File: src/rtl/truth_table_sweeper_pkg.sv
// tt_pkg: shared FSM state type, vector count and vector-to-table-bit mapping
package tt_pkg;
  typedef enum logic [1:0] {IDLE, SETTLE, SAMPLE, DONE} state_t;
  localparam int NUM_VECTORS = 8;
  localparam logic [2:0] LAST_IDX = 3'(NUM_VECTORS - 1);
  function automatic logic [2:0] bit_idx(input logic [2:0] idx);
    return LAST_IDX - idx;
  endfunction
endpackage

File: src/rtl/truth_table_sweeper_sync2.sv
// tt_sync2: two-flop synchronizer, resets to 0
module tt_sync2 (
  input  logic clk,
  input  logic rst_n,
  input  logic d,
  output logic q
);
  logic meta_q, sync_q;
  always_ff @(posedge clk or negedge rst_n)
    if (!rst_n) begin
      meta_q <= 1'b0;
      sync_q <= 1'b0;
    end else begin
      meta_q <= d;
      sync_q <= meta_q;
    end
  assign q = sync_q;
endmodule

File: src/rtl/truth_table_sweeper.sv
// truth_table_sweeper: drives all 3-input vectors, waits settle_q+1 cycles each, captures the gate's truth table.
// Define TT_SYNC_EN to pass dut_out through a two-flop synchronizer before sampling.
module truth_table_sweeper
  import tt_pkg::*;
#(
  parameter int SETTLE_W = 8
) (
  input  logic                clk,
  input  logic                rst_n,
  input  logic                start,
  input  logic                abort,
  input  logic [SETTLE_W-1:0] settle_cycles,
  input  logic [7:0]          expected,
  output logic [2:0]          drv,
  input  logic                dut_out,
  output logic                busy,
  output logic                done,
  output logic [7:0]          table_out,
  output logic [7:0]          mismatch,
  output logic                match
);
  state_t              state_q, state_d;
  logic [2:0]          idx_q, idx_d, drv_q, drv_d;
  logic [SETTLE_W-1:0] cnt_q, cnt_d, settle_q, settle_d;
  logic [7:0]          expected_q, expected_d, table_q, table_d;
  logic                done_q, done_d, busy_q, busy_d, samp;

`ifdef TT_SYNC_EN
  tt_sync2 u_sync (.clk(clk), .rst_n(rst_n), .d(dut_out), .q(samp));
`else
  assign samp = dut_out;
`endif

  always_comb begin
    state_d    = state_q;
    idx_d      = idx_q;
    cnt_d      = cnt_q;
    settle_d   = settle_q;
    expected_d = expected_q;
    table_d    = table_q;
    if (abort) state_d = IDLE;
    else
      unique case (state_q)
        IDLE:
          if (start) begin
            settle_d   = settle_cycles;
            expected_d = expected;
            table_d    = 8'h00;
            idx_d      = 3'd0;
            cnt_d      = settle_cycles;
            state_d    = SETTLE;
          end
        SETTLE:
          if (cnt_q == '0) state_d = SAMPLE;
          else cnt_d = cnt_q - SETTLE_W'(1);
        SAMPLE: begin
          table_d[bit_idx(idx_q)] = samp;
          if (idx_q == LAST_IDX) state_d = DONE;
          else begin
            idx_d   = idx_q + 3'd1;
            cnt_d   = settle_q;
            state_d = SETTLE;
          end
        end
        DONE: state_d = IDLE;
        default: state_d = IDLE;
      endcase
    // outputs are registered from the next state so they line up with it
    drv_d  = (state_d == SETTLE || state_d == SAMPLE) ? idx_d : 3'd0;
    busy_d = state_d != IDLE;
    done_d = state_d == DONE;
  end

  always_ff @(posedge clk or negedge rst_n)
    if (!rst_n) begin
      state_q    <= IDLE;
      idx_q      <= 3'd0;
      cnt_q      <= '0;
      settle_q   <= '0;
      expected_q <= 8'h00;
      table_q    <= 8'h00;
      drv_q      <= 3'd0;
      done_q     <= 1'b0;
      busy_q     <= 1'b0;
    end else begin
      state_q    <= state_d;
      idx_q      <= idx_d;
      cnt_q      <= cnt_d;
      settle_q   <= settle_d;
      expected_q <= expected_d;
      table_q    <= table_d;
      drv_q      <= drv_d;
      done_q     <= done_d;
      busy_q     <= busy_d;
    end

  assign drv       = drv_q;
  assign busy      = busy_q;
  assign done      = done_q;
  assign table_out = table_q;
  assign mismatch  = table_q ^ expected_q;
  assign match     = mismatch == 8'h00;
endmodule

File: config.mk
export PLATFORM = sky130hd
export DESIGN_NAME = truth_table_sweeper
export DESIGN_NICKNAME = d
export VERILOG_FILES = /design/src/rtl/truth_table_sweeper_pkg.sv /design/src/rtl/truth_table_sweeper_sync2.sv /design/src/rtl/truth_table_sweeper.sv
export SDC_FILE = /design/constraint.sdc
export NUM_CORES = 1
export LEC_CHECK = 0
export CAP_MARGIN = 20
export CELL_PAD_IN_SITES_DETAIL_PLACEMENT = 0
export CELL_PAD_IN_SITES_GLOBAL_PLACEMENT = 1
export CORE_MARGIN = 2
export CORE_UTILIZATION = 35
export CTS_CLUSTER_DIAMETER = 120
export CTS_CLUSTER_SIZE = 8
export DETAILED_ROUTE_END_ITERATION = 10
export GPL_TIMING_DRIVEN = 1
export PLACE_DENSITY_LB_ADDON = 0.1
export SETUP_SLACK_MARGIN = 0.02
export SYNTH_ARGS = -nofsm -noshare
export SYNTH_HDL_FRONTEND = slang
export SYNTH_SLANG_ARGS = --single-unit
export TNS_END_PERCENT = 20
File: constraint.sdc
create_clock -name clk -period 5.1 [get_ports clk]
set_clock_uncertainty 0.15 [all_clocks]
set_input_delay 1.02 -clock clk [delete_from_list [all_inputs] [get_ports clk]]
set_output_delay 1.02 -clock clk [all_outputs]
set_load 0.05 [all_outputs]
### After elaboration in Yosys (flattened, before gate mapping)

Cells that the tools add are included.

| storage, ports and cells | value |
|---|---|
| bits of input ports | 21 |
| word-level logic and storage cells | 56 |
| register bits | 42 |

| operators by class | value |
|---|---|
| $add $sub $neg | 3 |
| magnitude comparators | 2 |
| mux-type cells | 19 |
| bitwise logic cells | 2 |
| reduce and logical (&&, ||, !) cells | 11 |
| equal/unequal tests | 10 |

Operators with widths:

| cell | count |
|---|---|
| 2-to-1 mux 8 bit | 4 |
| one-hot mux 8 bit (3 select lines) | 1 |
| zero test 8 bit | 2 |
| one-hot mux 8 bit (2 select lines) | 1 |
| 2-to-1 mux 3 bit | 4 |
| bitwise mux 8 bit | 1 |
| == test 2 bit, second input constant | 4 |
| 2-to-1 mux 2 bit | 4 |
| one-hot mux 2 bit (4 select lines) | 1 |
| subtractor 8 x 1 -> 8 bit, second input constant | 1 |
| XOR 8 bit | 1 |
| inequality test 2 bit, second input constant | 3 |
| one-hot mux 3 bit (2 select lines) | 1 |
| AND reduction 3 bit | 2 |
| AND reduction 5 bit | 1 |
| == test 2 x 1 -> 1 bit, second input constant | 2 |
| less-than comparator 3 x 4 -> 1 bit, second input constant | 1 |
| nonzero test 2 bit | 2 |
| adder 3 x 1 -> 3 bit, second input constant | 1 |
| demux 1 bit (select 3 bit) | 1 |
| == test 3 bit, second input constant | 1 |
| >= comparator 3 x 1 -> 1 bit, second input constant | 1 |
| nonzero test 3 bit | 1 |
| subtractor 3 bit, first input constant | 1 |
| 5 further kinds | 5 |

### Longest topological paths before layout

Gate-level depths: netlist of run 1.

| depth | value |
|---|---|
| depth in word-level cells | 7 |
| depth in mapped cells | 9 |

### Worst setup path after synthesis of run 1

Ideal clock, no wire load.

| path | value |
|---|---|
| path type | reg2out |
| from | register table_q[6], in the netlist table_out[6] |
| to | output port match |
| setup slack | 1934 ps |
| data arrival time | 1996 ps |
| cell stages (with the launch flop) | 4 |
| path through | dfrtp_1 -> xor2_1 -> nor4_1 -> and2_1 |

| on the way | value |
|---|---|
| longest elaborated chain between the ends | 2 |

Ends and longest elaborated chain:

| element | line | text |
|---|---|---|
| start: declaration | truth_table_sweeper.sv:25 | `logic [7:0] expected_q, expected_d, table_q, table_d;` |
| start signal: assignment | truth_table_sweeper.sv:91 | `table_q <= table_d;` |
| XOR 8 bit | truth_table_sweeper.sv:101 | `assign mismatch = table_q ^ expected_q;` |
| net mismatch[6] | truth_table_sweeper.sv:19 | `output logic [7:0] mismatch,` |
| zero test 8 bit | truth_table_sweeper.sv:102 | `assign match = mismatch == 8'h00;` |
| end: declaration | truth_table_sweeper.sv:20 | `output logic match` |

The timed path passes the listed nets, and every way through them passes these cells.

### Worst setup path after layout of run 1

| path | value |
|---|---|
| from | register table_q[2], in the netlist table_out[2] |
| to | output port match |

| on the way | value |
|---|---|
| longest elaborated chain between the ends | 2 |

Ends and longest elaborated chain:

| element | line |
|---|---|
| XOR 8 bit | truth_table_sweeper.sv:101 |
| zero test 8 bit | truth_table_sweeper.sv:102 |

No other way between the ends.

==> results of run 1 <==
[power by group]
group | switching [µW] | internal [µW]
clock network | 118 | 147
logic | 510 | 346
registers | 114 | 456
total | 741 | 949
[per-layer routing]
layer / track usage / vias up / routed length [µm]
li1: - / 854 / -
met1: 0.197 / 820 / 2400
met2: 0.245 / 31 / 2360
met3: 0.0383 / 5 / 167
met4: 0.0390 / 0 / 59
met5: 0 / - / 0
[area by class of cell]
class	instances	area (µm²)	area share
clock buffers	7	76.3	0.0268
clock inverters	1	30.0	0.0106
inverters	10	37.5	0.0132
multi-input cells	155	1140	0.400
flip-flops and latches	42	1050	0.370
well taps	77	96.3	0.0339
repair buffers	42	415	0.146
[cell families (layout without fill, tap and decap cells)]
group,after synthesis,count (layout),share of synthesized area
adder cells (fa/ha/maj),8,8,0.0442
AND/OR/NAND/NOR,68,68,0.166
buffers and inverters,20,60,0.0332
AO/OA/AOI/OAI,42,42,0.123
flip-flops,42,42,0.464
multiplexers,27,27,0.130
XOR/XNOR,10,10,0.0387
[registers in the layout (all words and copies together), names as in the netlist]
signal / count
busy: 1
idx_q: 3
settle_q: 8
state_q: 2
cnt_q: 8
done: 1
table_out: 8
drv: 3
expected_q: 8
[placed cells by master, fill, tap and decap left out, types with 2 or more instances in the layout]
cell              n
or3_1             3
mux2i_1           8
o211ai_1          4
a21oi_1           7
xor2_1           10
o21ai_0          14
nor4_1            3
and2_1            4
inv_1            10
ha_1              8
dfrtp_1          42
nor2_1           10
nand2_1          22
clkdlybuf4s50_1  41
a31oi_1           3
clkbuf_1          2
mux2_2           18
nor3_1            5
nand3b_1          2
a22oi_1           3
o2bb2ai_1         4
nor3b_1           4
nand3_1           4
clkbuf_8          5
[worst max-delay path: cells and delay by family, from the launching register on]
family        cells  cell delay [ns]
simple gates      2             0.52
flops             1             0.43
xor+xnor          1             0.17
buf+inv           1             0.79
[per-stage QoR]
stage | hold WS [ns] | instance area [µm²] | util | instances | total power (µW)
global placement | 0.317 | 2740 | 0.434 | 326 | 1440
floorplan | 0.300 | 2260 | - | 217 | 1190
detailed placement | 0.326 | 2740 | 0.434 | 326 | 1450
global route | 0.379 | 2840 | 0.450 | 334 | 1820
finish | 0.350 | 2840 | 0.450 | 334 | 1690
CTS | 0.346 | 2840 | 0.450 | 334 | 1720
[worst max path at each step]
stage	cells past startpoint	to	slack [ns]	startpoint
floorplan	3	match	1.93	table_out[6]
global placement	5	drv[2]	1.67	abort
CTS	4	match	1.67	table_out[2]
finish	4	match	1.71	table_out[2]
global route	4	match	1.58	table_out[2]
detailed placement	5	drv[2]	1.60	abort
==> key figures, run 1 <==
Status
  • Outcome: finished clean

Routing
  • Avg Vias per Cell: 5.12
  • Vias: 1,710
  • Initial DRT Pass Iterations: 4
  • Drt drc: 0
  • Drt total wl: 4.98 mm
  • Remaining antenna violation count after routing: 0
  • DR WL/cell: 14.9 µm
  • Initial DRC count: 77

Layout
  • Ant. Diodes: 0
  • Layout area overhead: 25.6%
  • Nets: 285
  • Layout cells sized above 1: 0.128
  • Fillers: 629

Yosys
  • Mean Syn Cell Area: 10.4 µm²
  • #FFs+latches synth: 42
  • Sequential share of the synthesized area: 0.464
  • Syn_nets: 246
  • Synth cell count leaders: 42 x dfrtp_1, 22 x nand2_1, 18 x mux2_2
  • Top cell type's share of synthesized area: 0.464
  • Syn Inst Count: 217
  • Ys async rst share: 1.00
  • Synth area leaders: dfrtp_1 46%, mux2_2 9.0%, ha_1 4.4%, xor2_1 3.9%, nand2_1 3.6%
  • Most frequent cell after synthesis: dfrtp_1
  • Cell variety after synth: 41
  • EDFF count, synth: 0
  • Yosys warns: 0
  • Mapped Area: 2260 µm²
  • Cell taking the most area after synthesis: dfrtp_1
  • Main synth FF type: dfrtp_1

Min path
  • Hold depth: 2
  • Min-delay src: settle_q[7]
  • Worst min path class: flop to flop
  • Hold EP: settle_q[7]

Worst setup path
  • Crit path launch type: flop
  • Worst reg2reg path depth: 6
  • R2R Path Start: state_q[0]
  • Slowest stage delay, CP: 0.79 ns
  • Setup slack, reg-to-reg: 2.53 ns
  • Slowest CP cell: clkdlybuf4s50_1
  • CP Data Required Time: 3.93 ns
  • Maximum fanout along the worst path: 4
  • Setup Crit Path Kind: flop to primary output
  • CP arrival: 2.22 ns
  • Critical path endpoint category: primary output
  • Reg2Reg Capture Point: cnt_q[5]
  • Critical-path cell list: xor2_1 > nor4_1 > and2_1 > clkdlybuf4s50_1

Timing
  • Setup-failing EPs final: 0
  • RSZ-0062 raised after global routing: no
  • Relative slew slack: 0.364
  • Fin. Hold Viols: 0
  • Setup total negative slack: 0 ns
  • Max-slew violation count: 0
  • Post-route setup slack: 1.71 ns
  • Minimum clock period: 3.39 ns
  • Crit share post-route: 0.665
  • Achievable frequency: 295 MHz
  • Worst-Margin Slew: 0.954 ns

Place
  • GPL Wtd Cong: 0.740
  • Dpl ws: 1.60 ns
  • # port buffers: 42
  • Post-DP HPWL: 3.52 mm

Floorplanning
  • # rows: 29
  • Die height: 84.4 µm
  • Die W: 84.4 µm
  • I/O Pins: 43
  • Starting density of the core: 0.359
  • Core area: 6310 µm²
  • Die area: 7130 µm²

GRT
  • Initial antenna violation count: 0
  • GRT overflow: 0
  • Vias in the first global route: 1,665
  • First-pass GRT wire length: 8.37 mm
  • All-Layer GR Usage: 0.149
  • Pin count of the biggest net entering global routing: 43

Clocking
  • Max H-tree Level: 2
  • TritonCTS Buffers: 5
  • Clock tree root driver cell: clkbuf_8
  • Post-CTS Setup Repair Bufs: 0
  • Worst-path clk slew: 0.09 ns
  • CTS tree: built
  • Worst-Skew Late Latency: 0.30 ns
  • # resized after CTS: 0
  • Clock buffer depth: 2
  • Sink Count: 42
  • CTS Hold Buffers Added: 0

Power
  • Maximum vdd drop: 396 µV
  • Leakage: 0.00121 µW
  • Power per standard cell area: 594 nW/µm²

Run
  • Max-cap violation count: 0
Note: power is estimated with default switching activity, not from simulation.
==> run 2, diff against run 1 <==
Clock period 5.1 ns to 2.7 ns, I/O delays scaled along.
==> key figures, run 2 (same netlist as run 1, synthesis figures left out) <==
Clocking
  • Sink Count: 42 (unchanged)
  • Max H-tree Level: 2 (unchanged)
  • CTS Hold Buffers Added: 0 (unchanged)
  • TritonCTS Buffers: 5 (unchanged)
  • Worst-Skew Late Latency: 0.29 ns (was 0.30 ns)
  • Clock buffer depth: 2 (unchanged)
  • Worst-path clk slew: 0.08 ns (was 0.09 ns)
  • Clock tree root driver cell: clkbuf_8 (unchanged)
  • Post-CTS Setup Repair Bufs: 0 (unchanged)
  • CTS tree: built (unchanged)
  • # resized after CTS: 0 (unchanged)

Place
  • Post-DP HPWL: 3.71 mm (was 3.52 mm)
  • GPL Wtd Cong: 0.733 (was 0.740)
  • Placed Instance Area: 2800 µm² (was 2740 µm²)
  • # port buffers: 42 (unchanged)
  • Dpl ws: 0.275 ns (was 1.60 ns)

Floorplanning
  • Starting density of the core: 0.359 (unchanged)
  • Die W: 84.4 µm (unchanged)
  • I/O Pins: 43 (unchanged)
  • Core area: 6310 µm² (unchanged)
  • Die area: 7130 µm² (unchanged)
  • # rows: 29 (unchanged)
  • Die height: 84.4 µm (unchanged)

Power
  • Total Power: 3270 µW (was 1690 µW)
  • Maximum vdd drop: 513 µV (was 396 µV)
  • Power per standard cell area: 1120 nW/µm² (was 594 nW/µm²)
  • Leakage: 0.00125 µW (was 0.00121 µW)

Timing
  • Worst-Margin Slew: 0.522 ns (was 0.954 ns)
  • Fin. Hold Viols: 0 (unchanged)
  • Minimum clock period: 2.47 ns
  • Setup-failing EPs final: 0 (unchanged)
  • Relative slew slack: 0.652 (was 0.364)
  • Achievable frequency: 406 MHz
  • Max-slew violation count: 0 (unchanged)
  • Crit share post-route: 0.913
  • Setup total negative slack: 0 ns (unchanged)
  • RSZ-0062 raised after global routing: no (unchanged)
  • Post-route setup slack: 0.234 ns (was 1.71 ns)

Worst setup path
  • Maximum fanout along the worst path: 4 (unchanged)
  • Critical path origin: table_out[2] (unchanged)
  • CP Data Required Time: 2.01 ns (was 3.93 ns)
  • Critical path endpoint category: primary output (unchanged)
  • Crit path launch type: flop (unchanged)
  • R2R Path Start: cnt_q[0] (was state_q[0])
  • Setup Crit Path Kind: flop to primary output (unchanged)
  • CP arrival: 1.78 ns (was 2.22 ns)

Layout
  • Nets: 293 (was 285)
  • Layout cells sized above 1: 0.167 (was 0.128)
  • Ant. Diodes: 0 (unchanged)
  • Most frequent cells in the layout: 42 x dfrtp_1, 40 x clkdlybuf4s50_1, 22 x nand2_1 (was 42 x dfrtp_1, 41 x clkdlybuf4s50_1, 22 x nand2_1)
  • Fillers: 617 (was 629)
  • Layout area overhead: 28.8% (was 25.6%)
  • Final cell area excluding filler cells: 2920 µm² (was 2840 µm²)
  • Final core utilization: 0.462 (was 0.450)
  • Leading cell type in the layout, fill and taps excluded: dfrtp_1 (unchanged)

Routing
  • Drt drc: 0 (unchanged)
  • Remaining antenna violation count after routing: 0 (unchanged)
  • Drt total wl: 4.99 mm (was 4.98 mm)
  • Initial DRC count: 81 (was 77)
  • DR WL/cell: 14.6 µm (was 14.9 µm)
  • Avg Vias per Cell: 5.02 (was 5.12)
  • Initial DRT Pass Iterations: 4 (unchanged)
  • Vias: 1,713 (was 1,710)

GRT
  • First-pass GRT wire length: 8.67 mm (was 8.37 mm)
  • Vias in the first global route: 1,747 (was 1,665)
  • All-Layer GR Usage: 0.151 (was 0.149)
  • Pin count of the biggest net entering global routing: 28 (was 43)
  • Initial antenna violation count: 0 (unchanged)
  • GRT overflow: 0 (unchanged)

Run
  • Max-cap violation count: 0 (unchanged)

Min path
  • Worst min path class: primary input to async pin (was flop to flop)

Status
  • Outcome: finished clean (unchanged)
==> run 2: area by class of cell <==
class / instances / area [µm²] / share of cell area
clock inverters: 1 / 30.0 / 0.0103
inverters: 10 / 37.5 / 0.0129
multi-input cells: 155 / 1140 / 0.393
repair buffers: 50 / 473 / 0.162
flip-flops and latches: 42 / 1050 / 0.361
well taps: 77 / 96.3 / 0.0330
clock buffers: 6 / 82.6 / 0.0283
==> run 2: layer usage <==
| metal | part of all wire | wire length, µm | global-route usage | vias to the layer above |
|---|---|---|---|---|
| met5 | 0 | 0 | 0 | - |
| met1 | 0.48 | 2390 | 0.208 | 813 |
| met2 | 0.48 | 2390 | 0.239 | 31 |
| li1 | - | - | - | 863 |
| met3 | 0.027 | 134 | 0.0334 | 6 |
| met4 | 0.015 | 77 | 0.0476 | 0 |
==> run 2: final timing paths <==
kind / slack [ns] / endpoint / cells past startpoint
max reg2reg: 0.36 / drv[1] / 8
min in group clk: 0.34 / settle_q[7] / 2
min reg2reg: 0.34 / settle_q[7] / 2
max: 0.23 / mismatch[2] / 2
max in group asynchronous: 1.71 / cnt_q[6] / 2
min: 0.006 / busy / 1
==> run 2: power by group <==
| part | internal [µW] | leakage, µW | total, µW | switching [µW] |
|---|---|---|---|---|
| registers | 861 | 0.000532 | 1080 | 215 |
| clock network | 296 | 0.0000573 | 514 | 218 |
| logic | 700 | 0.000663 | 1680 | 975 |
==> run 2: worst max-delay path: stages (launching register included) <==
cell and delay, ns:
dfrtp_1 0.43, xor2_1 0.22, clkdlybuf4s50_1 0.83
==> run 2: through the flow <==
| stage | instances | hold WS [ns] |
|---|---|---|
| CTS | 341 | 0.0123 |
| global placement | 334 | 0.321 |
| global route | 341 | 0.0310 |
| floorplan | 217 | 0.0944 |
| finish | 341 | 0.00628 |
| detailed placement | 334 | 0.329 |
